### src/rtl/topk_pkg.sv
// Shared definitions for the top-K collect/drain block.
package topk_pkg;

  typedef enum logic {
    COLLECT = 1'b0,
    DRAIN   = 1'b1
  } state_t;

  localparam int unsigned K_MIN = 2;
  localparam int unsigned K_MAX = 16;

endpackage

### src/rtl/topk_cell.sv
// One slot of the sorted table: holds, loads din, or takes the upper neighbour's value.
module topk_cell #(
  parameter int unsigned DATA_WIDTH = 32
) (
  input  logic                  clk,
  input  logic                  reset,
  input  logic                  en,
  input  logic                  clr,
  input  logic                  vacant,
  input  logic [DATA_WIDTH-1:0] din,
  input  logic                  upper_ge,
  input  logic [DATA_WIDTH-1:0] upper_val,
  output logic                  ge,
  output logic [DATA_WIDTH-1:0] val
);

  // Vacant slots always accept, so the insertion point never passes count.
  assign ge = vacant || (din >= val);

  always_ff @(posedge clk or posedge reset) begin
    if (reset) begin
      val <= '0;
    end else if (clr) begin
      val <= '0;
    end else if (en && ge) begin
      val <= upper_ge ? upper_val : din;
    end
  end

endmodule

### src/rtl/topk_drain.sv
// Keeps the K largest samples sorted and streams them out largest-first on request.
module topk_drain
  import topk_pkg::*;
#(
  parameter int unsigned DATA_WIDTH = 32,
  parameter int unsigned K          = 4
) (
  input  logic                     clk,
  input  logic                     reset,
  input  logic [DATA_WIDTH-1:0]    din,
  input  logic                     din_valid,
  input  logic                     drain,
  output logic [DATA_WIDTH-1:0]    dout,
  output logic                     dout_valid,
  input  logic                     dout_ready,
  output logic                     dout_last,
  output logic [$clog2(K+1)-1:0]   count,
  output logic                     busy
);

  localparam int unsigned CW = $clog2(K + 1);
  localparam int unsigned IW = $clog2(K);

  state_t                state_q, state_d;
  logic [IW-1:0]         rd_idx;
  logic [DATA_WIDTH-1:0] e  [K];
  logic [K-1:0]          ge;

  logic          accept;
  logic [CW-1:0] count_ins;
  logic          last_hit;
  logic          hs;
  logic          clr;

  assign accept    = (state_q == COLLECT) && din_valid;
  assign count_ins = (accept && (count != CW'(K))) ? count + CW'(1) : count;
  assign last_hit  = (CW'(rd_idx) == (count - CW'(1)));
  assign hs        = dout_valid && dout_ready;
  assign clr       = (state_q == DRAIN) && hs && last_hit;

  for (genvar i = 0; i < K; i++) begin : g_cell
    logic                  upper_ge;
    logic [DATA_WIDTH-1:0] upper_val;
    if (i == 0) begin : g_top
      assign upper_ge  = 1'b0;
      assign upper_val = '0;
    end else begin : g_rest
      assign upper_ge  = ge[i-1];
      assign upper_val = e[i-1];
    end

    topk_cell #(
      .DATA_WIDTH (DATA_WIDTH)
    ) u_cell (
      .clk       (clk),
      .reset     (reset),
      .en        (accept),
      .clr       (clr),
      .vacant    (CW'(i) >= count),
      .din       (din),
      .upper_ge  (upper_ge),
      .upper_val (upper_val),
      .ge        (ge[i]),
      .val       (e[i])
    );
  end

  always_ff @(posedge clk or posedge reset) begin
    if (reset) begin
      state_q <= COLLECT;
    end else begin
      state_q <= state_d;
    end
  end

  always_comb begin
    state_d = state_q;
    unique case (state_q)
      COLLECT: if (drain && (count_ins != '0)) state_d = DRAIN;
      DRAIN:   if (hs && last_hit) state_d = COLLECT;
      default: state_d = COLLECT;
    endcase
  end

  always_ff @(posedge clk or posedge reset) begin
    if (reset) begin
      count  <= '0;
      rd_idx <= '0;
    end else if (state_q == COLLECT) begin
      count  <= count_ins;
      rd_idx <= '0;
    end else if (hs) begin
      if (last_hit) begin
        count  <= '0;
        rd_idx <= '0;
      end else begin
        rd_idx <= rd_idx + IW'(1);
      end
    end
  end

  always_comb begin
    dout_valid = 1'b0;
    dout_last  = 1'b0;
    busy       = 1'b0;
    dout       = e[0];
    if (state_q == DRAIN) begin
      dout_valid = 1'b1;
      dout_last  = last_hit;
      busy       = 1'b1;
      dout       = e[rd_idx];
    end
  end

endmodule
### config.mk
export PLATFORM = sky130hd
export DESIGN_NAME = topk_drain
export DESIGN_NICKNAME = d
export VERILOG_FILES = /design/src/rtl/topk_pkg.sv /design/src/rtl/topk_cell.sv /design/src/rtl/topk_drain.sv
export SDC_FILE = /design/constraint.sdc
export NUM_CORES = 1
export LEC_CHECK = 0
export ABC_AREA = 1
export ABC_CLOCK_PERIOD_IN_PS = 5100
export BUFFER_PORTS_ARGS = -buffer_cell sky130_fd_sc_hd__buf_2
export CORE_MARGIN = 2
export CORE_UTILIZATION = 28
export CTS_BUF_LIST = sky130_fd_sc_hd__clkbuf_16
export CTS_CLUSTER_SIZE = 25
export DETAILED_ROUTE_END_ITERATION = 6
export PLACE_DENSITY_LB_ADDON = 0.3
export SLEW_MARGIN = 40
export SYNTH_ARGS = -nofsm -noshare
export SYNTH_HDL_FRONTEND = slang
export SYNTH_SLANG_ARGS = --single-unit
### constraint.sdc
create_clock -name clk -period 5.1 [get_ports clk]
set_clock_uncertainty 0.15 [all_clocks]
set_input_delay 1.02 -clock clk [delete_from_list [all_inputs] [get_ports clk]]
set_output_delay 1.02 -clock clk [all_outputs]
set_load 0.01 [all_outputs]
=== Word-level counts from Yosys, hierarchy flattened ===
Index checks and enable logic that the tools add are counted.
Widths: inputs -> output; s select.

* $add $sub $neg: 3
* $mul: 0
* Divide/modulo/power cells: 0
* Magnitude comparators: 9
* Equality and inequality tests: 4
* Shift operators: 0
* Mux-type cells: 27
* Bitwise gates (word level): 2
* Reductions and logical operators: 21

{| class="wikitable"
|+ Operators by type and width
! operator !! count
|-
| $mux 32 || 14
|-
| $ge 32x32->1 || 4
|-
| $bmux 32 s2 || 1
|-
| $mux 3 || 4
|-
| $logic_and 1x1->1 || 11
|-
| $reduce_bool 2->1 || 4
|-
| $ge 1x3->1 const A || 2
|-
| $ge 2x3->1 const A || 2
|-
| $mux 2 || 3
|-
| $logic_or 1x1->1 || 4
|-
| $mux 1 || 4
|-
| $ne 2x1->1 const B || 2
|-
| $add 3x1->3 const B || 1
|-
| $eq 2x3->1 || 1
|-
| $ge 3x3->1 const B || 1
|-
| $ne 3x3->1 const B || 1
|-
| $not 2->3 || 1
|-
| $reduce_bool 3->1 || 1
|-
| $sub 3x1->3 const B || 1
|-
| $add 2x1->2 const B || 1
|-
| $pmux 1 s2 || 1
|-
| $reduce_and 2->1 || 1
|-
| $not 1->1 || 1
|}

* Flip-flop bits (word level): 134
* Bits in latches: 0
* Memory bits (writable): 0
* Memory bits (read-only): 0
* Output and inout port bits: 38
* Word-level logic and storage cells: 73
* Memories kept: 0

=== Logic depth before layout (Yosys ltp) ===
Gate-level depths: netlist of run 1.

* Word-level depth: 8
* Depth in mapped cells: 18
* Gate-level depth less buffers: 17

=== Hierarchy ===
A second synthesis of run 1 with hierarchy kept.

* Cells, all modules: 1895
* Area total of the unflattened synthesis: 12530.8 um^2

{| class="wikitable"
|+ By module, submodules not included
! module !! instances !! cells an instance !! area an instance (um^2)
|-
| topk_cell || 4 || 391 || 2695.1
|-
| topk_drain || 1 || 331 || 1750.4
|}

=== Worst setup path before layout of run 1 ===
No wires, ideal clock.

* Path type: input port to flip-flop
* From: in din[29]
* To: reg g_cell[0].u_cell.val[0]
* Setup time: 0.118 ns
* Arrival time: 2.443 ns
* Data required time: 4.832 ns
* Setup slack: 2.389 ns
* Stages: 14
* Path buffers: 1
* Cell sequence: ha_1 > nand2_1 > inv_1 > o21ai_0 > o2111ai_1 > a21oi_1 > nand2_1 > inv_1 > nand2_1 > nand2_2 > inv_2 > buf_2 > nand2_1 > nand2_1

* Word-level cells in the longest chain between the ends: 4

{| class="wikitable"
|+ RTL lines
! element !! RTL line !! text
|-
| from (decl) || topk_drain.sv:10 || <nowiki>input logic [DATA_WIDTH-1:0] din,</nowiki>
|-
| $ge 32x32->1 || topk_cell.sv:18 || <nowiki>assign ge = vacant || (din >= val);</nowiki>
|-
| $logic_or 1x1->1 || topk_cell.sv:18 ||
|-
| $logic_and 1x1->1 || topk_cell.sv:25 || <nowiki>end else if (en && ge) begin</nowiki>
|-
| $reduce_bool 2->1 (no source line) || - ||
|-
| to (signal assigned) || topk_cell.sv:26 || <nowiki>val <= upper_ge ? upper_val : din;</nowiki>
|-
| to (decl) || topk_cell.sv:14 || <nowiki>output logic [DATA_WIDTH-1:0] val</nowiki>
|}

Every way passes these cells.
A chain may end at the register's enable or synchronous reset.

=== Worst setup path in the final report of run 1 ===
* From: reg rd_idx[1]
* To: out dout[5]

* Word-level cells in the longest chain between the ends: 5

{| class="wikitable"
|+ RTL lines
! element !! RTL line !! text
|-
| from (decl) || topk_drain.sv:25 || <nowiki>logic [IW-1:0] rd_idx;</nowiki>
|-
| from (signal assigned) || topk_drain.sv:97 || <nowiki>rd_idx <= rd_idx + IW'(1);</nowiki>
|-
| $not 2->3 (not written as such) || topk_drain.sv:111 || <nowiki>dout = e[rd_idx];</nowiki>
|-
| $bmux 32 s2 || topk_drain.sv:111 ||
|-
| $mux 32 (not written as such) (2 in a row) || topk_drain.sv:111 ||
|-
| $mux 32 || topk_drain.sv:107 || <nowiki>if (state_q == DRAIN) begin</nowiki>
|-
| to (decl) || topk_drain.sv:13 || <nowiki>output logic [DATA_WIDTH-1:0] dout,</nowiki>
|}

Every way passes these cells. The select of a mux whose other input is x is not followed.

==> impl_metrics.yaml, run 1 <==
final_layout:
  nets: 1846
  finish.instance_area_um2: 12500
  fin_util_pct: 32.1
  areaGrowthSynthToFinish_pct: 12.4
  fin_cells: 2208
  nFillCells: 4228
  drive_above_1_share_pct: 8.41
worst_setup_path:
  slowest_stage: "nand2_1"
  rr_worst_depth: 9
  end_kind: "output pin"
  timing.rr.start: "count[0]$_DFFE_PP0P_"
  crit_required_ps: 3930
  worstSetupPathType: "reg2out"
  startpoint: "rd_idx[1]$_DFFE_PP0P_"
  r2r_setup_slack_ps: 2110
  critPathBufInv: 4
  crit_family: "buffers and inverters"
  startpoint_type: "flip-flop"
  r2r-end: "g_cell[3].u_cell.val[12]$_DFFE_PP0P_"
  arrival_ps: 2730
  crit_path_cell_trace: "buf_4 -> inv_1 -> buf_4 -> nand2_1 -> o21ai_0 -> nand2_1 -> o21ai_0 -> buf_2"
  slowest_delay_ps: 480
  crit_fanout: 20
clocking:
  cts_buffers: 17
  ctsResizeCount: 0
  clk_latency_ps: 440
  cts_tree: "yes"
  cts_max_path_buffers: 2
  root_buffer: "clkbuf_16"
  hold_buffers: 0
  cts_setup_buffers: 0
  cts_max_level: 4
  cts_num_sinks: 134
  clk_pin_slew_worst_paths_ps: 60
detailed_routing:
  remaining_drc_errors: 0
  ant_nets: 0
  routedWlPerCell_um: 18.1
  via_per_inst: 5.07
  totalWireLength_um: 39900
  firstDrtPassIters: 5
  first_iter_violations: 1098
  vias: 11200
floorplan:
  die_w_um: 203
  start_util_pct: 28.5
  num_rows: 72
  die_y_um: 203
  pin_count: 75
  die_area_um2: 41200
  core_um2: 38800
flow_run:
  max_cap_viol_count: 0
sta:
  worst_pin_slew_ps: 838
  slew_headroom_pct: 44.0
  setup_tns_ps: 0
  finalHoldViolCount: 0
  finalCritPeriodShare_pct: 76.5
  fmax_mhz: 256
  grt_setup_unrepaired: "false"
  slew_viol_final: 0
  min_period_ps: 3900
  whs_ps: 377
  finalWorstSetupSlack_ps: 1200
  setup_violations: 0
synth:
  yosys-top-cells-count: "570 x nand2_1, 271 x nand3_1, 167 x inv_1"
  ys_warn_count: 0
  synth_top_area_share_pct: 30.3
  yosysMostFrequentCell: "nand2_1"
  synthFlopType: "dfrtp_1"
  syn_nets: 1819
  synth.cell_area_um2: 11100
  synth_cell_types: 34
  synth-seq-cells: 134
  synthCells: 1650
  syn_avg_cell_area_um2: 6.72
  synth-edff-count: 0
  async_reset_ff_share_pct: 100
  ys_seq_area_share_pct: 30.3
  synth.area.top_cells: "dfrtp_1 30%, nand2_1 19%, ha_1 15%"
  synth_largest_area_cell: "dfrtp_1"
pwr:
  finalPower_mw: 7.02
  power_per_cell_area_nw_per_um2: 564
  p_leak_nw: 6.58
  vdd_drop_max_v: 0.000285
place:
  dp_slack_ps: 1490
  dpl_cell_area_um2: 11900
  dp.cells: 2176
  port_buffers: 74
  place_congestion: 0.813
  hpwl_um: 25300
grt:
  grt_max_degree: 80
  track_usage_pct: 19.5
  first_global_vias: 10900
  grt_pass1_wl_um: 62200
  grt_busiest_layer: "met2"
  globalRoute.totalOverflow: 0
  antenna_found_initial: 1
  grt_use_met3_pct: 3.52
  met1_usage_pct: 25.6
  gr-usage-met2_pct: 32.2
min_path:
  hold_end: "g_cell[0].u_cell.val[7]$_DFFE_PP0P_"
  hold_depth: 2
  hold_path_class: "reg2reg"
  hp-start: "g_cell[0].u_cell.val[7]$_DFFE_PP0P_"
outcome:
  status: "completed"
## state kept, by name (all words and copies together), names as in the netlist
register           flops
count                  3
state_q                1
rd_idx                 2
g_cell.u_cell.val    128
## worst max-delay path by stage
stage                                                end  cells past startpoint
floorplan                           count[0]$_DFFE_PP0P_                      1
global placement    g_cell[3].u_cell.val[20]$_DFFE_PP0P_                     14
detailed placement  g_cell[3].u_cell.val[19]$_DFFE_PP0P_                     14
CTS                                              dout[1]                      8
global route                                    dout[17]                      8
finish                                           dout[5]                      8
## worst register-to-register path: stages (launching register included)
cell and delay [ps]:
dfrtp_1 480, inv_1 150, ha_1 330, xor2_1 150, nand3_1 110, nor2_1 350, nand2_8 420, buf_4 500
nand3_1 180, nand2_1 60
## layer usage
metal,wire length (µm),vias up
met5,0,-
met4,1030,0
met3,2790,62
met2,18700,398
met1,17400,5282
li1,-,5454
## power breakdown
group / switching [mW] / leakage (nW) / total (mW) / internal (mW)
registers: 0.355 / 1.75 / 1.83 / 1.47
logic: 2.66 / 4.54 / 3.93 / 1.28
clock network: 0.507 / 0.289 / 1.26 / 0.754
total: 3.52 / 6.58 / 7.02 / 3.50
## cell type report
class / instances / area, µm² / area share [%]
clock inverters: 14 / 145 / 1.17
repair buffers: 98 / 551 / 4.42
inverters: 172 / 653 / 5.24
well taps: 518 / 648 / 5.20
multi-input cells: 1254 / 6680 / 53.6
flip-flops and latches: 134 / 3350 / 26.9
diodes: 1 / 2.50 / 0.0201
clock buffers: 17 / 425 / 3.42
## kinds of logic after synthesis
group	share of synthesized area (%)
simple gates	34.0
buf+inv	9.65
fa+ha+maj	14.9
xor+xnor	0.474
flops	30.3
compound gates	10.7
## cells in the final DEF, fill, tap and decap left out
cell and n:
inv_1 169, clkbuf_16 17, a21oi_1 88, clkinv_2 5, bufinv_16 3, buf_2 74
and3_1 1, dfrtp_1 134, buf_4 24, o21a_1 3, inv_2 5, o211ai_1 1
nor2b_1 2, nor4_1 2, a21o_1 3, inv_8 1, a22oi_1 1, nand3b_1 1
ha_1 132, nand4_1 9, nor3_1 5, or2_2 1, clkinvlp_4 2, xor2_1 5
nand2_1 569, a21oi_4 1, o2111ai_1 1, a21oi_2 2, o22ai_1 4, nand2_2 5
nand3_1 271, o21ai_0 97, nor2_1 31, nand2_8 1, a221oi_2 1, clkinv_1 1
o31ai_1 16, xnor2_1 1, diode_2 1
Note: power is estimated with default switching activity, not from simulation.
==> inputs of run 2 (changes only) <==
--- a/config.mk
+++ b/config.mk
@@ -6,7 +6,7 @@
 export NUM_CORES = 1
 export LEC_CHECK = 0
 export ABC_AREA = 1
-export ABC_CLOCK_PERIOD_IN_PS = 5100
+export ABC_CLOCK_PERIOD_IN_PS = 4000
 export BUFFER_PORTS_ARGS = -buffer_cell sky130_fd_sc_hd__buf_2
 export CORE_MARGIN = 2
 export CORE_UTILIZATION = 28
==> constraint.sdc (replaced) <==
create_clock -name clk -period 4 [get_ports clk]
set_clock_uncertainty 0.15 [all_clocks]
set_input_delay 0.8 -clock clk [delete_from_list [all_inputs] [get_ports clk]]
set_output_delay 0.8 -clock clk [all_outputs]
set_load 0.01 [all_outputs]
==> run 2 against run 1 <==
Compared with the run above: register-to-register slack got worse by 940 ps; sequential power rose by 27%; final area rose by 0.26%; wire length fell by 3.3%; worst setup slack worse by 1000 ps; non-clock buffer count is 1 higher; largest cell class unchanged.
==> impl_metrics.yaml, run 2 (synthesized netlist as in run 1, its figures left out) <==
pwr:
  clkPwrFrac_pct: 17.4
  vdd_drop_max_v: 0.000353
  power_per_cell_area_nw_per_um2: 708
  combPwrFrac_pct: 56.4
  swShare_pct: 50.1
  power_frac_seq_pct: 26.2
  finalPower_mw: 8.85
  p_sw_mw: 4.43
  p_leak_nw: 6.58
  cell_internal_pwr_mw: 4.42
worst_setup_path:
  slowest_stage: "a21oi_4"
  arrival_ps: 2870
  crit_required_ps: 3050
  worstSetupPathType: "reg2out"
  startpoint_type: "flip-flop"
  r2r_setup_slack_ps: 1170
  timing.rr.start: "g_cell[2].u_cell.val[7]$_DFFE_PP0P_"
  startpoint: "rd_idx[1]$_DFFE_PP0P_"
  rr_worst_depth: 14
  r2r-end: "g_cell[2].u_cell.val[0]$_DFFE_PP0P_"
  critPathCapture: "dout[27]"
  slowest_delay_ps: 740
  crit_fanout: 18
  crit_path_cell_trace: "clkinv_1 -> a21oi_4 -> buf_4 -> o21ai_0 -> buf_2"
  end_kind: "output pin"
final_layout:
  largest_reg_flops: 128
  mostFrequentLayoutCell: "nand2_1"
  fin_util_pct: 32.2
  nFillCells: 4220
  multi_input_area_um2: 6690
  largest_register: "g_cell.u_cell.val"
  drive_above_1_share_pct: 8.41
  finish.instance_area_um2: 12500
  reg_top3: "g_cell.u_cell.val (128), count (3), rd_idx (2)"
  diodes: 0
  areaGrowthSynthToFinish_pct: 12.7
  nets: 1847
  seqCellArea_um2: 3350
  final_cell_mix: "569 x nand2_1, 271 x nand3_1, 167 x inv_1"
grt:
  grt_pass1_wl_um: 61600
  globalRoute.totalOverflow: 0
  grt_max_degree: 84
  antenna_found_initial: 0
  first_global_vias: 10900
  track_usage_pct: 19.1
detailed_routing:
  first_iter_violations: 798
  vias: 11100
  firstDrtPassIters: 5
  routedWlPerCell_um: 17.5
  via_per_inst: 5.04
  remaining_drc_errors: 0
  totalWireLength_um: 38600
  ant_nets: 0
place:
  port_buffers: 74
  place_congestion: 0.858
  hpwl_um: 25500
  dp_slack_ps: 566
  dpl_cell_area_um2: 11900
floorplan:
  pin_count: 75
  start_util_pct: 28.5
  die_area_um2: 41200
  core_um2: 38800
  die_y_um: 203
  num_rows: 72
  die_w_um: 203
sta:
  finalHoldViolCount: 0
  slew_headroom_pct: 48.3
  setup_tns_ps: 0
  finalWorstSetupSlack_ps: 183
  slew_viol_final: 0
  grt_setup_unrepaired: "false"
  min_period_ps: 3820
  fmax_mhz: 262
  setup_violations: 0
  worst_pin_slew_ps: 774
  finalCritPeriodShare_pct: 95.4
min_path:
  hold_path_class: "in2async"
clocking:
  root_buffer: "clkbuf_16"
  cts_max_path_buffers: 2
  cts_buffers: 17
  cts_setup_buffers: 0
  cts_num_sinks: 134
  ctsResizeCount: 0
  cts_max_level: 4
  clk_pin_slew_worst_paths_ps: 60
  hold_buffers: 0
  cts_tree: "yes"
  clk_latency_ps: 430
outcome:
  status: "completed"
flow_run:
  max_cap_viol_count: 0
-- run 2: changes by cell type in the layout (fill, tap and decap cells not counted) --
cell	before	now
clkinvlp_4	2	3
inv_8	1	0
buf_12	0	4
clkinv_1	1	3
clkinv_4	0	1
bufinv_16	3	2
diode_2	1	0
a21oi_4	1	2
inv_1	169	167
clkinv_2	5	4
a21oi_2	2	1
buf_4	24	21
-- run 2: stage by stage --
stage                     hold slack, ps  instances
after floorplan                      341       1650
after global placement               358       2177
after detailed placement             365       2177
after CTS                            345       2207
after global routing                 361       2207
final                                339       2207
-- run 2: metal layers --
metal	routed length [µm]	vias to the layer above	global-route usage, %
li1	-	5461	-
met1	17100	5260	24.9
met2	18400	327	32.4
met3	2170	66	2.76
met4	977	0	5.97
met5	0	-	0
-- run 2: cell type report --
type                    instances  area share (%)
multi-input cells            1254            53.5
flip-flops and latches        134            26.8
inverters                     172            5.20
well taps                     518            5.19
repair buffers                 99            4.87
clock buffers                  17            3.41
clock inverters                13           0.952
-- run 2: worst min-delay path by stage --
stage	start	to	slack (ps)	cells after the start
2_1_floorplan	g_cell[0].u_cell.val[10]$_DFFE_PP0P_	g_cell[0].u_cell.val[10]$_DFFE_PP0P_	340	2
4_1_cts	reset	g_cell[3].u_cell.val[28]$_DFFE_PP0P_	350	2
3_3_place_gp	g_cell[0].u_cell.val[11]$_DFFE_PP0P_	g_cell[0].u_cell.val[11]$_DFFE_PP0P_	360	2
6_report	reset	g_cell[3].u_cell.val[28]$_DFFE_PP0P_	340	2
5_1_grt	reset	g_cell[0].u_cell.val[29]$_DFFE_PP0P_	360	2
3_5_place_dp	g_cell[3].u_cell.val[19]$_DFFE_PP0P_	g_cell[3].u_cell.val[19]$_DFFE_PP0P_	370	2
-- run 2: worst max-delay path, delay by kind of cell (launching register included) --
kind            cells  cell delay, ps
flops               1             340
buf+inv             3            1140
compound gates      2             940
-- run 2: power by group through the flow --
stage          Sequential (mW)  Combinational (mW)  Clock [mW]
6_report                  2.32                4.99        1.54
5_1_grt                   2.39                5.70        1.62
4_1_cts                   2.31                5.02        1.56
3_5_place_dp              2.33                4.99           0
3_3_place_gp              2.33                4.89           0
2_1_floorplan             2.21                3.46           0
